==> config.mk <==
export PLATFORM = sky130hd
export DESIGN_NAME = present_sched_flat
export DESIGN_NICKNAME = d
export VERILOG_FILES = /design/src/rtl/present_sched_pkg.sv /design/src/rtl/present_sched_if.sv /design/src/rtl/present_sched_rr_arbiter.sv /design/src/rtl/present_sched.sv /design/src/flat_wrapper.sv
export SDC_FILE = /design/constraint.sdc
export NUM_CORES = 1
export LEC_CHECK = 0
export CAP_MARGIN = 10
export CORE_AREA = 2 2 429 431
export CTS_CLUSTER_SIZE = 30
export DETAILED_ROUTE_END_ITERATION = 6
export DIE_AREA = 0 0 431 433
export GPL_TIMING_DRIVEN = 0
export HOLD_SLACK_MARGIN = 0.12
export PLACE_DENSITY = 0.3
export SLEW_MARGIN = 5
export SYNTH_ARGS = -nofsm -noshare
export SYNTH_HDL_FRONTEND = slang
export SYNTH_HIERARCHICAL = 1
export SYNTH_SLANG_ARGS = --single-unit
==> constraint.sdc <==
create_clock -name clk -period 3.2 [get_ports clk]
set_input_delay 0.64 -clock clk [delete_from_list [all_inputs] [get_ports clk]]
set_output_delay 0.64 -clock clk [all_outputs]
set_load 0.01 [all_outputs]
==> src/rtl/present_sched_pkg.sv <==
// Shared types and constants for the PRESENT core scheduler.
// present_sched.sv additionally honours the optional macro PRESENT_SCHED_PRIO0_EN.
package present_pkg;

  localparam int PRESENT_BLK_W = 64;
  localparam int PRESENT_KEY_W = 128;

  typedef enum logic [1:0] {IDLE, START, BUSY, RESP} sched_state_t;

  typedef logic [PRESENT_BLK_W-1:0] blk_t;
  typedef logic [PRESENT_KEY_W-1:0] key_t;

endpackage

==> src/rtl/present_sched_if.sv <==
// Requester-side request/response bundle of the PRESENT scheduler.
// Requester i owns bits [i] of the vectors and slice [i*W +: W] of the operand buses.
interface present_sched_if #(
  parameter int N_REQ = 4,
  parameter int BLK_W = 64,
  parameter int KEY_W = 128
);

  logic [N_REQ-1:0]       req_valid;
  logic [N_REQ-1:0]       req_ready;
  logic [N_REQ*BLK_W-1:0] req_pt;
  logic [N_REQ*KEY_W-1:0] req_key;
  logic [N_REQ-1:0]       rsp_valid;
  logic [N_REQ-1:0]       rsp_ready;
  logic [BLK_W-1:0]       rsp_ct;

  modport master (
    output req_valid, req_pt, req_key, rsp_ready,
    input  req_ready, rsp_valid, rsp_ct
  );

  modport slave (
    input  req_valid, req_pt, req_key, rsp_ready,
    output req_ready, rsp_valid, rsp_ct
  );

endinterface

==> src/rtl/present_sched_rr_arbiter.sv <==
// Combinational round-robin arbiter: first asserted request at or after ptr, searching cyclically.
// The caller owns and advances the pointer.
module rr_arbiter #(
  parameter int N  = 4,
  parameter int IW = $clog2(N)
) (
  input  logic [N-1:0]  req,
  input  logic [IW-1:0] ptr,
  output logic [N-1:0]  gnt,
  output logic [IW-1:0] idx
);

  logic [IW-1:0] cand [N];
  logic [N-1:0]  rot_req;

  // rot_req[k] is the request k positions after ptr (mod N).
  for (genvar gi = 0; gi < N; gi++) begin : g_rot
    logic [IW:0] sum;
    assign sum         = {1'b0, ptr} + (IW+1)'(gi);
    assign cand[gi]    = (sum >= (IW+1)'(N)) ? IW'(sum - (IW+1)'(N)) : IW'(sum);
    assign rot_req[gi] = req[cand[gi]];
  end

  always_comb begin
    gnt = '0;
    idx = '0;
    for (int k = N - 1; k >= 0; k--) begin
      if (rot_req[k]) begin
        idx = cand[k];
      end
    end
    if (|req) begin
      gnt[idx] = 1'b1;
    end
  end

endmodule

==> src/rtl/present_sched.sv <==
// Round-robin scheduler sharing one PRESENT core among N_REQ requesters, one operation in flight.
// Optional macro PRESENT_SCHED_PRIO0_EN: requester 0 gets strict priority over the rotation.
module present_sched
  import present_pkg::*;
#(
  parameter int N_REQ = 4,
  parameter int BLK_W = PRESENT_BLK_W,
  parameter int KEY_W = PRESENT_KEY_W
) (
  input  logic             clk,
  input  logic             reset,
  present_sched_if.slave   bus,
  output logic             core_start,
  output logic [BLK_W-1:0] core_pt,
  output logic [KEY_W-1:0] core_key,
  input  logic             core_eoc,
  input  logic [BLK_W-1:0] core_ct
);

  localparam int PTR_W = $clog2(N_REQ);

  sched_state_t     state_reg, state_next;
  logic [PTR_W-1:0] rr_ptr_reg, rr_ptr_next, id_reg;
  logic [PTR_W-1:0] arb_idx, win_idx;
  logic [N_REQ-1:0] arb_req, arb_gnt, win_oh;
  logic             ptr_upd, accept;
  logic [BLK_W-1:0] core_pt_reg, rsp_ct_reg;
  logic [KEY_W-1:0] core_key_reg;
  logic [BLK_W-1:0] pt_slice  [N_REQ];
  logic [KEY_W-1:0] key_slice [N_REQ];

  for (genvar gi = 0; gi < N_REQ; gi++) begin : g_slice
    assign pt_slice[gi]  = bus.req_pt[gi*BLK_W +: BLK_W];
    assign key_slice[gi] = bus.req_key[gi*KEY_W +: KEY_W];
  end

`ifdef PRESENT_SCHED_PRIO0_EN
  // Requester 0 bypasses the rotation and leaves the pointer untouched.
  assign arb_req = {bus.req_valid[N_REQ-1:1], 1'b0};
  assign win_oh  = bus.req_valid[0] ? N_REQ'(1) : arb_gnt;
  assign win_idx = bus.req_valid[0] ? '0 : arb_idx;
  assign ptr_upd = ~bus.req_valid[0];
`else
  assign arb_req = bus.req_valid;
  assign win_oh  = arb_gnt;
  assign win_idx = arb_idx;
  assign ptr_upd = 1'b1;
`endif

  rr_arbiter #(.N(N_REQ), .IW(PTR_W)) u_arb (
    .req (arb_req),
    .ptr (rr_ptr_reg),
    .gnt (arb_gnt),
    .idx (arb_idx)
  );

  assign accept      = (state_reg == IDLE) && (|(bus.req_valid & win_oh));
  assign rr_ptr_next = (win_idx == PTR_W'(N_REQ - 1)) ? '0 : win_idx + PTR_W'(1);

  always_comb begin
    state_next    = state_reg;
    bus.req_ready = '0;
    bus.rsp_valid = '0;
    core_start    = 1'b0;
    case (state_reg)
      IDLE: begin
        bus.req_ready = win_oh;
        if (accept) state_next = START;
      end
      START: begin
        core_start = 1'b1;
        state_next = BUSY;
      end
      BUSY: begin
        if (core_eoc) state_next = RESP;
      end
      RESP: begin
        bus.rsp_valid[id_reg] = 1'b1;
        if (bus.rsp_ready[id_reg]) state_next = IDLE;
      end
      default: state_next = IDLE;
    endcase
  end

  always_ff @(posedge clk) begin
    if (reset) begin
      state_reg    <= IDLE;
      rr_ptr_reg   <= '0;
      id_reg       <= '0;
      core_pt_reg  <= '0;
      core_key_reg <= '0;
      rsp_ct_reg   <= '0;
    end else begin
      state_reg <= state_next;
      if (accept) begin
        core_pt_reg  <= pt_slice[win_idx];
        core_key_reg <= key_slice[win_idx];
        id_reg       <= win_idx;
        if (ptr_upd) rr_ptr_reg <= rr_ptr_next;
      end
      if (state_reg == BUSY && core_eoc) begin
        rsp_ct_reg <= core_ct;
      end
    end
  end

  assign core_pt    = core_pt_reg;
  assign core_key   = core_key_reg;
  assign bus.rsp_ct = rsp_ct_reg;

endmodule

==> src/flat_wrapper.sv <==
// flat-port wrapper written by rule: the top's interface ports become plain ports
module present_sched_flat import present_pkg::*;
#(
  parameter int N_REQ = 4,
  parameter int BLK_W = PRESENT_BLK_W,
  parameter int KEY_W = PRESENT_KEY_W
)
  (clk, reset, core_start, core_pt, core_key, core_eoc, core_ct, bus_req_valid, bus_req_pt, bus_req_key, bus_rsp_ready, bus_req_ready, bus_rsp_valid, bus_rsp_ct);
  present_sched_if #(.N_REQ(N_REQ), .BLK_W(BLK_W), .KEY_W(KEY_W)) bus_i ();
  input  logic clk;
  input  logic reset;
  output logic core_start;
  output logic [BLK_W-1:0] core_pt;
  output logic [KEY_W-1:0] core_key;
  input  logic core_eoc;
  input  logic [BLK_W-1:0] core_ct;
  input wire logic [$bits(bus_i.req_valid)-1:0] bus_req_valid;
  input wire logic [$bits(bus_i.req_pt)-1:0] bus_req_pt;
  input wire logic [$bits(bus_i.req_key)-1:0] bus_req_key;
  input wire logic [$bits(bus_i.rsp_ready)-1:0] bus_rsp_ready;
  output wire logic [$bits(bus_i.req_ready)-1:0] bus_req_ready;
  output wire logic [$bits(bus_i.rsp_valid)-1:0] bus_rsp_valid;
  output wire logic [$bits(bus_i.rsp_ct)-1:0] bus_rsp_ct;
  assign bus_i.req_valid = bus_req_valid;
  assign bus_i.req_pt = bus_req_pt;
  assign bus_i.req_key = bus_req_key;
  assign bus_i.rsp_ready = bus_rsp_ready;
  assign bus_req_ready = bus_i.req_ready;
  assign bus_rsp_valid = bus_i.rsp_valid;
  assign bus_rsp_ct = bus_i.rsp_ct;
  present_sched #(.N_REQ(N_REQ), .BLK_W(BLK_W), .KEY_W(KEY_W)) u_core (.clk(clk), .reset(reset), .bus(bus_i), .core_start(core_start), .core_pt(core_pt), .core_key(core_key), .core_eoc(core_eoc), .core_ct(core_ct));
endmodule
# Word-level counts from Yosys, hierarchy flattened
# Index checks and enable logic that the tools add are counted.
# Widths: inputs -> output; s select.
# totals
ff_bits	262
word_cells	81
# op_classes
add_sub_neg	8
order_cmp	13
n_eq_ne	7
n_mux	37
bitwise_logic	2
reduce_logical	8
# ops
cell	n
$bmux 128 s2	1
$mux 128	2
$bmux 64 s2	1
$mux 64	2
$mux 2	12
$lt 2x3->1 const B	6
$ge 3x3->1 const B	4
$mux 4	3
$bmux 1 s2	5
$mux 1	8
$pmux 2 s4	1
$reduce_or 4->1	2
$sub 2x1->2 const B	4
$add 2x2->3 const B	2
$eq 2x2->1 const B	3
$and 4x4->4	1
$demux 1 s2	2
$ge 2x1->1 const B	2
$logic_and 1x1->1	4
$ne 2x1->1 const B	2
$add 2x1->3 const B	1
$ge 2x3->1 const B	1
$not 2->3	1
$reduce_and 3->1	1
4 further kinds	4

# Depth between registers and ports, before layout
# Gate-level depths: netlist of the first run.
# logic_depth
depth_word	19
mapped_depth	11
ltp_nobuf	7

# Hierarchy
# Netlist of the first run, hierarchy kept.
# modules_own_cells
mod	n_inst	cells_per_inst	area_per_inst_um2	seq_area_each_um2
present_sched	1	1398	13829.5	5245.0
rr_arbiter	1	31	203.9	0.0

# Worst setup path before layout of the first run
# Ideal clock, no wire load.
# synth_timing
path_type	input to register
from	in bus_req_valid[0]
to	reg u_core.core_key_reg[100] (netlist: u_core/core_key[100])
arrival_ps	2335
t_required_ps	3068
slack_ps	733
path_stages	10
path_cell_list	buf_4 -> a21boi_0 -> o22ai_1 -> a31oi_1 -> buf_6 -> buf_6 -> buf_6 -> mux4_2 -> nand2_1 -> a21oi_1
# synth_via
elab_chain_cells	14
elab_cells_between_ends	26
cone_classes	order compare (2); mux (18); bitwise (2); reduce/logical (4)
# synth_lines
element	line	text
from (decl)	flat_wrapper.sv:17	input wire logic [$bits(bus_i.req_valid)-1:0] bus_req_valid;
$bmux 1 s2	present_sched_rr_arbiter.sv:21	assign rot_req[gi] = req[cand[gi]];
$mux 1 (implied by the code)	present_sched_rr_arbiter.sv:21	
$mux 2 (3 in series)	present_sched_rr_arbiter.sv:28	if (rot_req[k]) begin
$mux 2 (*)	present_sched_rr_arbiter.sv:28	
named net u_core.arb_idx[0]	present_sched.sv:24	logic [PTR_W-1:0] arb_idx, win_idx;
$lt 2x3->1 (implied by the code) or $ge 2x1->1 (tied branches)	present_sched_rr_arbiter.sv:33	gnt[idx] = 1'b1;
$logic_and 1x1->1 (implied by the code)	present_sched_rr_arbiter.sv:33	
$mux 1 (implied by the code)	present_sched_rr_arbiter.sv:33	
$demux 1 s2	present_sched_rr_arbiter.sv:33	
$mux 4	present_sched_rr_arbiter.sv:32	if (|req) begin
$and 4x4->4	present_sched.sv:57	assign accept = (state_reg == IDLE) && (|(bus.req_valid & win_oh));
$reduce_or 4->1	present_sched.sv:57	
$logic_and 1x1->1	present_sched.sv:57	
to (signal assigned)	present_sched.sv:97	core_key_reg <= key_slice[win_idx];
to (decl)	present_sched.sv:28	logic [KEY_W-1:0] core_key_reg;
# The timed path passes the listed nets; every way through them passes the cells marked *. The select of a mux whose other input is x is not followed.
# A chain may end at the register's enable or synchronous reset.

# Worst setup path after layout of the first run
# layout_timing
from	in bus_req_valid[1]
to	reg u_core.core_key_reg[1] (netlist: u_core/core_key[1])
# The elaborated chain is that of the path after synthesis.

==> summary.txt, run 1 <==
Via-to-Cell Ratio -> 3.24
main flop type after synthesis -> dfxtp_1
top cell type's share of synthesized area -> 37.4%
Num CTS Buffers -> 44
DRC viols -> 0
Total GRT Usage -> 13.9%
count leader, synth -> nand2_1
register bit total from synthesis -> 262
Worst-Margin Slew -> 1.15 ns
Sw Ratio -> 40.0%
Pwr Density -> 648 nW/um2
Synth Net Count -> 2278
Die Wd -> 431 um
Hold Crit Start -> u_core/bus.rsp_ct[45]
first-pass GRT wire length -> 171 mm
Slew HR -> 23.6%
DR pass1 iterations -> 5
leak pwr -> 9.69 nW
largest net degree at the start of global routing -> 12
total number of vias -> 16200
Peak supply drop -> 0.000369 V
grt ovf -> 0
max FFs per register -> 128
Worst-Skew Late Latency -> 0.62 ns
Final #Nets -> 3432
Final setup viols -> 0
post-synth cell types -> 36
R2R Path Start -> u_core/rr_ptr_reg[0]
Fin Hold WS -> 0.451 ns
vias in the first global route -> 17000
final wirelength -> 135 mm
routed len/inst -> 26.9 um
first-iteration detailed-routing DRC count -> 731
H-tree level count -> 2
CTS Hold Bufs -> 0
CP Capture Type -> register
fin area -> 29700 um2
number of buffers inserted by port buffering -> 1106
Fillers -> 20400
critical path launch point type -> primary input
sw power -> 0.00770 W
die area -> 187000 um2
Tmin final -> 3.13 ns
Max Slew Vio Count -> 0
final hold vios -> 0
Critical Path Start -> bus_req_valid[1]
maximum clock insertion buffer count -> 3
clk sink count -> 262
FF/Latch Area -> 5250 um2
RSZ-0062 raised after global routing -> false
I/O Pins -> 1108
cell family with most CP delay -> buffers and inverters
Cells after Synth -> 1429
period utilization -> 97.8%
Die Y -> 433 um
Site Rows -> 157
clock root buffer -> clkbuf_16
post-placement cell count -> 4920
ys async rst share -> 0%
Ys Warns -> 6
GPL Wtd Cong -> 0.854
core area -> 182000 um2
CTS tree -> done
clock power share -> 26.4%
ranking of synthesized cells by area -> dfxtp_1 37%, mux4_2 31%, nand2_1 14%, a21oi_1 9.5%, buf_2 1.8%
Layout Skew -> 0.0432 ns
status -> complete, no violations
Post-synth EDFFs -> 0
CTS clk-pin slew, worst paths -> 0.06 ns
Starting Density -> 7.71%
Mean Syn Cell Area -> 9.82 um2
Max Fclk -> 319 MHz
area grow syn2layout -> 111%
sequential area share after synthesis -> 37.4%
most frequent cells after synthesis -> 521 x nand2_1, 265 x a21oi_1, 262 x dfxtp_1
sequential share of power -> 23.9%
kind of critical path -> in2reg
Post-Syn Area -> 14000 um2
worst-path maximum fanout -> 10
Area after DPL -> 28100 um2
Hold WC Path Type -> reg2reg
Worst path max stage delay -> 0.57 ns
CP max stage cell -> clkdlybuf4s50_1
DP Wirelength -> 118 mm
area leader, netlist -> dfxtp_1
critical path required time -> 3.63 ns
power share of the combinational group -> 49.7%
WP data arrival -> 3.56 ns
initial antenna violation count -> 45
share of layout cells above drive strength 1 -> 13.7%
CP bufs+invs -> 5
P_int -> 0.0115 W
Max-cap violations -> 0
crit-path cells -> clkdlybuf4s50_1 > buf_4 > a21boi_0 > o22ai_1 > a31oi_2 > buf_6 > buf_8 > buf_12 > mux4_2 > nand2_1 > a21oi_1
area occupied by multi-input gates -> 8020 um2
post-route non-filler standard cell count -> 5008
Post-DRT Antenna Nets -> 0
==> path summary, 6_finish.rpt <==
check	end	slack (ns)	depth (start not counted)
worst max-delay path	u_core/core_key[1]	0.07	11
worst min-delay path	u_core/bus.rsp_ct[45]	0.45	2
worst min register to register	u_core/bus.rsp_ct[45]	0.45	2
worst max register to register	u_core/core_key[1]	0.36	8
==> per-stage QoR <==
stage	setup TNS (ns)	power (W)	setup WS, ns	utilization, %
final	0	0.0192	0.0688	16.3
after global routing	0	0.0205	0.00351	16.3
after CTS	0	0.0200	0.0143	16.3
after detailed placement	-155.55	0.0146	-1.24	15.4
after global placement	-172.04	0.0146	-1.25	15.4
after floorplan	0	0.00869	0.733	-
==> power by group through the flow <==
stage | clock [W] | sequential, W | combinational (W)
finish | 0.00508 | 0.00459 | 0.00956
global route | 0.00544 | 0.00469 | 0.0104
CTS | 0.00537 | 0.00461 | 0.00999
detailed placement | 0 | 0.00466 | 0.00991
global placement | 0 | 0.00464 | 0.00994
floorplan | 0 | 0.00482 | 0.00387
==> cell usage in the layout, fill, tap and decap left out, types with 8 or more instances in the layout <==
master and instances:
buf_4 18, clkbuf_16 45, clkbuf_1 45, diode_2 12, buf_2 43, dfxtp_1 262
clkdlybuf4s50_1 1103, mux4_2 192, buf_6 18, a21oi_1 265, buf_1 8, nand2_1 520
==> cells by family (layout without fill, tap and decap cells) <==
kind of cell	after synthesis	after routing	share of synthesized area, %
fa+ha+maj	6	6	0.535
flops	262	262	37.4
other cells	0	12	0
buf+inv	139	1321	5.64
compound gates	285	285	10.6
simple gates	542	542	14.8
mux	195	195	31.0
==> routing by layer <==
metal | track usage, % | wire (um) | vias to the layer above
li1 | - | - | 7443
met1 | 15.8 | 51600 | 8075
met2 | 25.6 | 70900 | 587
met4 | 2.15 | 1820 | 26
met3 | 4.20 | 10500 | 116
met5 | 0 | 173 | -
==> worst register-to-register path: cells and delay by family, from the launching register on <==
kind	cells	cell delay (ns)
buf+inv	3	0.94
compound gates	3	0.61
flops	1	0.47
mux	1	0.40
simple gates	1	0.23
==> final cells by class <==
| cell class | instances | share of cell area (%) |
|---|---|---|
| Multi-Input combinational cell | 1028 | 27.0 |
| Antenna cell | 12 | 0.101 |
| Tap cell | 2385 | 10.1 |
| Clock buffer | 57 | 4.08 |
| Buffer | 132 | 2.74 |
| Clock inverter | 17 | 0.868 |
| Sequential cell | 262 | 17.7 |
| Inverter | 7 | 0.0885 |
| Timing Repair Buffer | 1108 | 37.4 |
==> timing repair <==
action                                  CTS  global route
gates resized for setup                  21             5
buffers inserted                          1             1
endpoints found under the setup margin  170            33
pin swaps                                 1             1
(Power assumes the default switching activity.)
==> run 2: changes to the inputs <==
- CORE_AREA: 2 2 429 431 -> 4 4 431 433
- DIE_AREA: 0 0 431 433 -> 0 0 435 437
==> summary.txt, run 2 (synthesized netlist as in run 1, its figures left out) <==
Tmin final -> 3.11 ns (was 3.13 ns)
vias in the first global route -> 17100 (was 17000)
met3 WL -> 10.8 mm (was 10.5 mm)
Max Slew Vio Count -> 0 (unchanged)
grt ovf -> 0 (unchanged)
R2R depth -> 10 (was 8)
DR pass1 iterations -> 5 (unchanged)
RSZ-0062 raised after global routing -> false (unchanged)
met1 wire length -> 52.2 mm (was 51.6 mm)
Max-cap violations -> 0 (unchanged)
CP Capture Type -> output port (was register)
critical path required time -> 2.56 ns (was 3.63 ns)
clock root buffer -> clkbuf_16 (unchanged)
Final setup viols -> 0 (unchanged)
H-tree level count -> 2 (unchanged)
period utilization -> 97.1% (was 97.8%)
final wirelength -> 135 mm (about the same)
CTS tree -> done (unchanged)
P_int -> 0.0113 W (was 0.0115 W)
post-placement cell count -> 4920 (unchanged)
leak pwr -> 9.66 nW (was 9.69 nW)
critical path launch point type -> primary input (unchanged)
area grow syn2layout -> 111% (about the same)
Die Y -> 437 um (was 433 um)
Worst-Skew Late Latency -> 0.59 ns (was 0.62 ns)
first-pass GRT wire length -> 172 mm (was 171 mm)
Die Wd -> 435 um (was 431 um)
Pwr Density -> 640 nW/um2 (was 648 nW/um2)
Max Fclk -> 322 MHz (was 319 MHz)
crit-path most repeated cell -> clkdlybuf4s50_1
Final #Nets -> 3427 (was 3432)
FF-to-FF End -> u_core/core_key[7] (was u_core/core_key[1])
first-iteration detailed-routing DRC count -> 923 (was 731)
total number of vias -> 16200 (about the same)
clock power share -> 25.4% (was 26.4%)
total negative slack -> 0 ns (unchanged)
Total GRT Usage -> 13.6% (was 13.9%)
routed len/inst -> 27.1 um (was 26.9 um)
core area -> 182000 um2 (unchanged)
Worst-Margin Slew -> 0.931 ns (was 1.15 ns)
R2R Path Start -> u_core/rr_ptr_reg[1] (was u_core/rr_ptr_reg[0])
Slew HR -> 37.9% (was 23.6%)
setup ws final -> 0.0924 ns (was 0.0688 ns)
hold worst-path end -> u_core/core_pt[3] (was u_core/bus.rsp_ct[45])
sw power -> 0.00767 W (was 0.00770 W)
die area -> 190000 um2 (was 187000 um2)
Via-to-Cell Ratio -> 3.25 (was 3.24)
Fillers -> 20400 (about the same)
worst-path maximum fanout -> 9 (was 10)
flop-to-flop setup slack -> 0.38 ns (was 0.36 ns)
DR WL met2 -> 70.7 mm (was 70.9 mm)
CP max stage cell -> clkdlybuf4s50_1 (unchanged)
Starting Density -> 7.71% (unchanged)
share of layout cells above drive strength 1 -> 13.6% (was 13.7%)
crit-path cells -> clkdlybuf4s50_1 > buf_4 > a21oi_1 > o221a_2 > and2_1 > clkdlybuf4s50_1 (was clkdlybuf4s50_1 > buf_4 > a21boi_0 > o22ai_1 > a31oi_2 > buf_6 > buf_8 > buf_12 > mux4_2 > nand2_1 > a21oi_1)
Peak supply drop -> 0.000302 V (was 0.000369 V)
Post-CTS Setup Bufs -> 0 (was 1)
hold path depth -> 2 (unchanged)
I/O Pins -> 1108 (unchanged)
clk sink count -> 262 (unchanged)
post-route non-filler standard cell count -> 5005 (was 5008)
Worst path max stage delay -> 0.63 ns (was 0.57 ns)
Site Rows -> 157 (unchanged)
status -> complete, no violations (unchanged)
Hold Crit Start -> u_core/core_pt[3] (was u_core/bus.rsp_ct[45])
GPL Wtd Cong -> 0.868 (was 0.854)
power share of the combinational group -> 50.1% (was 49.7%)
Place WS -> -0.906 ns (was -1.24 ns)
max FFs per register -> 128 (unchanged)
WP data arrival -> 2.47 ns (was 3.56 ns)
initial antenna violation count -> 50 (was 45)
highest routed layer -> met5 (unchanged)
Layout Skew -> 0.0312 ns (was 0.0432 ns)
CTS Hold Bufs -> 0 (unchanged)
largest net degree at the start of global routing -> 12 (unchanged)
CTS clk-pin slew, worst paths -> 0.05 ns (was 0.06 ns)
Num CTS Buffers -> 41 (was 44)
sequential share of power -> 24.4% (was 23.9%)
post-layout util -> 16.2% (was 16.3%)
most frequent cells in the layout -> 1103 x clkdlybuf4s50_1, 521 x nand2_1, 265 x a21oi_1 (was 1103 x clkdlybuf4s50_1, 520 x nand2_1, 265 x a21oi_1)
Hold WC Path Type -> reg2reg (unchanged)
final hold vios -> 0 (unchanged)
kind of critical path -> in2out (was in2reg)
commonest non-fill, non-tap cell in the layout -> clkdlybuf4s50_1 (unchanged)
DRC viols -> 0 (unchanged)
Sw Ratio -> 40.5% (was 40.0%)
Post-DRT Antenna Nets -> 0 (unchanged)
DP Wirelength -> 119 mm (was 118 mm)
maximum clock insertion buffer count -> 3 (unchanged)
number of buffers inserted by port buffering -> 1106 (unchanged)
-- run 2: worst max path at each step --
| stage | end | slack [ns] | cells after the start | from |
|---|---|---|---|---|
| floorplan | u_core/core_key[100] | 0.73 | 10 | bus_req_valid[0] |
| global route | bus_req_ready[3] | 0.01 | 6 | bus_req_valid[0] |
| finish | bus_req_ready[3] | 0.09 | 6 | bus_req_valid[0] |
| CTS | u_core/core_key[7] | -0.02 | 11 | bus_req_valid[1] |
| global placement | u_core/core_key[7] | -0.92 | 10 | bus_req_valid[0] |
| detailed placement | u_core/core_key[7] | -0.91 | 10 | bus_req_valid[0] |
-- run 2: power groups by stage --
stage               sequential [W]  combinational (W)  clock [W]
finish                     0.00463            0.00949    0.00481
detailed placement         0.00469            0.00987          0
global placement           0.00467            0.00991          0
global route               0.00471             0.0103    0.00517
floorplan                  0.00482            0.00387          0
CTS                        0.00463            0.00991    0.00510
-- run 2: what timing repair did --
item	in CTS	in global routing
cloned	0	0
setup endpoints to repair	20	7
gates resized for setup	7	7
pin swaps	0	1
-- run 2: critical path, delay by kind of cell --
| family | cells | cell delay (ns) |
|---|---|---|
| compound gates | 2 | 0.39 |
| buf+inv | 3 | 1.29 |
| simple gates | 1 | 0.16 |
-- run 2: cell type report --
type	count	area (um2)	area share, %
antenna	11	27.5	0.0931
clock inverter	18	219	0.741
timing repair buffer	1106	11100	37.5
clock buffer	56	1170	3.97
inverter	7	26.3	0.0889
sequential	262	5250	17.7
multi-input combinational	1028	8010	27.1
tap	2385	2980	10.1
buffer	132	791	2.68
-- run 2: stage by stage --
stage / cell area (um2) / hold WS (ns) / power, W
after floorplan: 14000 / 0.444 / 0.00869
after global placement: 28100 / 0.442 / 0.0146
after detailed placement: 28100 / 0.445 / 0.0146
after CTS: 29500 / 0.453 / 0.0196
after global routing: 29500 / 0.470 / 0.0202
final: 29600 / 0.450 / 0.0189
-- run 2: metal layers --
metal  up-vias  GRT usage [%]
met5         -              0
met4        20           1.99
met3       108           4.98
met2       617           25.0
met1      8068           15.3
li1       7435              -
==> run 3: changes to the inputs <==
- CORE_AREA: 4 4 431 433 -> 2 2 429 431
- DIE_AREA: 0 0 435 437 -> 0 0 431 433
==> results of run 3 <==
The final DEF is identical to that of run 1; final timing and power are the same.
